`config.mk`:
```
export PLATFORM = sky130hd
export DESIGN_NAME = tx_load_sched
export DESIGN_NICKNAME = d
export VERILOG_FILES = /design/src/rtl/tx_load_sched_pkg.sv /design/src/rtl/tx_load_sched_rr_arb2.sv /design/src/rtl/tx_load_sched.sv
export SDC_FILE = /design/constraint.sdc
export NUM_CORES = 1
export LEC_CHECK = 0
export BUFFER_PORTS_ARGS = -buffer_cell sky130_fd_sc_hd__buf_2
export CAP_MARGIN = 20
export CORE_MARGIN = 8
export CORE_UTILIZATION = 35
export DETAILED_ROUTE_END_ITERATION = 6
export GPL_TIMING_DRIVEN = 0
export PLACE_DENSITY_LB_ADDON = 0.2
export SYNTH_ARGS = -nofsm -noshare
export SYNTH_HDL_FRONTEND = slang
export SYNTH_SLANG_ARGS = --single-unit
```
`constraint.sdc`:
```
create_clock -name clk -period 2.8 [get_ports clk]
set_input_delay 0.28 -clock clk [delete_from_list [all_inputs] [get_ports clk]]
set_output_delay 0.28 -clock clk [all_outputs]
set_load 0.005 [all_outputs]
```
`src/rtl/tx_load_sched_pkg.sv`:
```
// Shared types for the UART transmit holding-register load scheduler.
package tx_load_sched_pkg;

  typedef enum logic [1:0] {
    ST_IDLE  = 2'd0,
    ST_LOAD  = 2'd1,
    ST_START = 2'd2,
    ST_BUSY  = 2'd3
  } sched_state_e;

  localparam int DW_DEF = 8;

endpackage

```
`src/rtl/tx_load_sched_rr_arb2.sv`:
```
// Two-way round-robin pick: on a tie the port that did not win last time goes.
module rr_arb2 (
  input  logic req0_i,
  input  logic req1_i,
  input  logic last_i,
  output logic win_o,
  output logic any_o
);

  assign any_o = req0_i | req1_i;
  assign win_o = (req0_i & req1_i) ? ~last_i : req1_i;

endmodule

```
`src/rtl/tx_load_sched.sv`:
```
// Arbitrates host/echo loads into the TX holding register and sequences the shift engine.
// IDLE -> LOAD (gnt, thr_load) -> START (tx_start) -> BUSY until tx_done or timeout.
module tx_load_sched
  import tx_load_sched_pkg::*;
#(
  parameter int DW      = DW_DEF,
  parameter int TO_W    = 20,
  parameter int TIMEOUT = 1000000
) (
  input  logic          clk,
  input  logic          rst,
  input  logic          req0,
  input  logic [DW-1:0] data0,
  output logic          gnt0,
  input  logic          req1,
  input  logic [DW-1:0] data1,
  output logic          gnt1,
  output logic          thr_load,
  output logic [DW-1:0] thr_d,
  output logic          tx_start,
  input  logic          tx_done,
  output logic          txrdy,
  input  logic          err_clr,
  output logic          err_tmo,
  output logic          err_spur
);

  localparam logic [TO_W-1:0] TMO_LAST = (TIMEOUT == 0) ? '0 : TO_W'(TIMEOUT - 1);

  sched_state_e    state_q;
  logic            last_q;
  logic [TO_W-1:0] cnt_q;
  logic [TO_W-1:0] cnt_d;
  logic            gnt0_q, gnt1_q, thr_load_q, tx_start_q, txrdy_q;
  logic            err_tmo_q, err_spur_q;
  logic [DW-1:0]   thr_d_q;
  logic            arb_win, arb_any;

  rr_arb2 u_arb (
    .req0_i (req0),
    .req1_i (req1),
    .last_i (last_q),
    .win_o  (arb_win),
    .any_o  (arb_any)
  );

  assign cnt_d = cnt_q + TO_W'(1);

  always_ff @(posedge clk) begin
    if (rst) begin
      state_q    <= ST_IDLE;
      last_q     <= 1'b1;
      cnt_q      <= '0;
      gnt0_q     <= 1'b0;
      gnt1_q     <= 1'b0;
      thr_load_q <= 1'b0;
      thr_d_q    <= '0;
      tx_start_q <= 1'b0;
      txrdy_q    <= 1'b1;
      err_tmo_q  <= 1'b0;
      err_spur_q <= 1'b0;
    end else begin
      gnt0_q     <= 1'b0;
      gnt1_q     <= 1'b0;
      thr_load_q <= 1'b0;
      tx_start_q <= 1'b0;
      // Clear first so a same-cycle set below takes priority.
      if (err_clr) begin
        err_tmo_q  <= 1'b0;
        err_spur_q <= 1'b0;
      end
      if (tx_done && state_q != ST_BUSY) err_spur_q <= 1'b1;

      case (state_q)
        ST_IDLE: begin
          if (arb_any) begin
            gnt0_q     <= ~arb_win;
            gnt1_q     <= arb_win;
            thr_load_q <= 1'b1;
            thr_d_q    <= arb_win ? data1 : data0;
            if (req0 && req1) last_q <= arb_win;
            txrdy_q    <= 1'b0;
            state_q    <= ST_LOAD;
          end
        end
        ST_LOAD: begin
          tx_start_q <= 1'b1;
          state_q    <= ST_START;
        end
        ST_START: begin
          cnt_q   <= '0;
          state_q <= ST_BUSY;
        end
        ST_BUSY: begin
          if (tx_done) begin
            txrdy_q <= 1'b1;
            state_q <= ST_IDLE;
          end else if (TIMEOUT != 0 && cnt_q == TMO_LAST) begin
            err_tmo_q <= 1'b1;
            txrdy_q   <= 1'b1;
            state_q   <= ST_IDLE;
          end else begin
            cnt_q <= cnt_d;
          end
        end
        default: state_q <= ST_IDLE;
      endcase
    end
  end

  assign gnt0     = gnt0_q;
  assign gnt1     = gnt1_q;
  assign thr_load = thr_load_q;
  assign thr_d    = thr_d_q;
  assign tx_start = tx_start_q;
  assign txrdy    = txrdy_q;
  assign err_tmo  = err_tmo_q;
  assign err_spur = err_spur_q;

endmodule
```
==> out/metrics.csv <==
metric,value,unit
RSZ-0062 raised after global routing,no,
TritonCTS clock tree,done,
Post-Syn Area,1910,sq um
"Hold Violations, Final",0,
Max Slew Vio Count,0,
postcts setup bufs,0,
post-synth top area cell,dfxtp_1,
DRT Wirelength,4540,microns
largest register by flop count,cnt_q,
grt ovf,0,
CP Class,flop to flop,
register area,761,sq um
H-Tree Depth,2,
"Top FF cell, synth",dfxtp_1,
synth cell count leaders,"dfxtp_1 (38), nor2_1 (20), nand3_1 (14), a211oi_1 (13), nand2_1 (11)",
Worst Path Arrival,2.28,ns
minimum hold slack,0.301,ns
Die Y,89.8,microns
# fillers,550,
"top cells by area, synth","dfxtp_1 (40%), a211oi_1 (5.1%), mux2i_1 (4.2%)",
Layout Skew,0.00416,ns
vias in the first global route,1619,
die area,8070,sq um
Synth Register Bits,38,
met3 global-route usage,0.0341,
worst setup path start,state_q[0],
Reg2Reg Launch Point,state_q[0],
share of the synthesized area in the top cell type,0.399,
clk_lat worst skew,0.29,ns
DRC viols,0,
Max Cap Viol,0,
outcome,"finished, final reports clean",
synthesized net count,237,
ys async rst share,0,
Crit. End Element,flop,
DR iter-0 viols,89,
maximum vdd ir drop,322,uV
Tcrit/Tclk final,0.737,
P_leak,0.885,nW
Synth cell types,55,
initial antenna violation count,0,
Root Buffer,clkbuf_8,
HPWL after DPL,3430,microns
relative slew slack,0.504,
Worst Setup EP,cnt_q[5],
Max clock buf depth,2,
Post-Syn Instances,210,
pin count of the biggest net entering global routing,12,
diode count,0,
fmax,485,MHz
FF-to-FF End,cnt_q[5],
Global Route Usage Sum,0.117,
setup violators final,0,
GRT busiest layer,met2,
Placer Congestion,0.819,
core region area,5370,sq um
average wire per standard cell,13.9,microns
Setup TNS Final,0,ns
register area share after synthesis,0.399,
hold_buf cts,0,
CTS Sinks,38,
placed cells,318,
total CTS buffers,5,
min Tclk post-route,2.06,ns
nature of the critical path startpoint,flop,
power per cell area,656,nW/um^2
met1 usage,0.152,
most frequent cell after synthesis,dfxtp_1,
Yosys Warn Count,0,
Ports,37,
layout cells sized above 1,0.228,
area of the multi-input gates,1070,sq um
IO buf count,36,
Starting Density,0.355,
first-pass GRT wire length,7800,microns
Synth-to-Final Area Change,19.0,%
number of flops mapped to enable cells by yosys,0,
Hold Path Class,input pin to flop,
clock slew at reported path FFs,0.07,ns
PostCTS Resize Cnt,0,
# rows,27,
grt met2 use,0.174,
TritonRoute pass-1 iters,4,
Worst Tran Pin Value,0.741,ns
max reg flops,20,
routed vias/inst,5.07,
nets@finish,280,
die width,89.8,microns
CP required,3.02,ns
Final ANT Viol Nets,0,
Crit Path Max Fanout,10,
R2R Setup Slk,0.74,ns
reg2reg path depth,7,
fin cells,326,
syn avg cell area,9.08,sq um
vias,1653,
-- how the worst min path moves through the flow --
| stage | cells after the start | startpoint | end |
|---|---|---|---|
| after global routing | 3 | rst | cnt_q[14] |
| final | 4 | err_clr | err_tmo |
| after CTS | 3 | rst | cnt_q[14] |
| after global placement | 1 | cnt_q[18] | cnt_q[18] |
| after floorplan | 1 | cnt_q[18] | cnt_q[18] |
| after detailed placement | 1 | cnt_q[18] | cnt_q[18] |
-- cell type report --
cell class                 count  share of cell area
clock buffer                   7              0.0381
clock inverter                 1             0.00221
timing repair buffer          36              0.0794
inverter                       9              0.0149
buffer                         9              0.0177
sequential                    38               0.335
tap                           72              0.0397
multi-input combinational    154               0.473
-- logic make-up after synthesis --
family          after synthesis  synth area share
simple gates                 87             0.271
compound gates               50             0.197
flops                        38             0.399
buf+inv                      18            0.0387
mux                           9            0.0479
fa+ha+maj                     5            0.0328
xor+xnor                      3            0.0138
-- per-stage QoR --
step                area, sq um  setup slack [ns]  total power [mW]   util
floorplan                  1910              1.09             0.963      -
global placement           2180             0.725              1.12  0.405
detailed placement         2180             0.722              1.12  0.405
CTS                        2270             0.713              1.51  0.422
global route               2270             0.536              1.59  0.422
finish                     2270             0.736              1.49  0.422
-- metal layers --
layer  up-vias  part of all wire
met5         -                 0
met4         0            0.0099
met3         4             0.047
met2        31              0.44
met1       751              0.51
li1        867                 -
-- cells in the final DEF, fill, tap and decap left out, types with 2 or more instances in the layout --
cell,count
nor4_1,5
clkbuf_8,6
a21oi_1,8
nand2b_1,3
nor4b_1,2
or2_0,2
o31ai_1,2
dfxtp_1,38
nor3_1,5
and2_1,3
clkbuf_1,5
xor2_1,2
inv_1,9
nand3_1,14
nor3b_1,2
nand4_1,3
ha_1,5
o21ai_0,6
buf_1,2
a221oi_1,2
buf_2,38
a21o_1,2
and3_1,2
a211o_1,2
a211oi_1,13
nor4b_2,2
nor2b_1,2
o211ai_1,3
mux2i_1,8
nor2_1,20
a32oi_1,2
nand2_1,11
-- where the power goes --
group,leakage (nW),switching [mW],internal [mW]
Clock,0.0482,0.187,0.199
Sequential,0.310,0.0451,0.622
Combinational,0.526,0.257,0.178
-- worst max-delay path, cell delays in order (launching register included) --
cell     delay, ns
dfxtp_1       0.36
inv_1         0.08
ha_1          0.29
inv_1         0.22
nor2_1        0.11
nor2_1        0.58
o21ai_0       0.18
a31oi_1       0.17
Power figures use the tool's default switching activity.
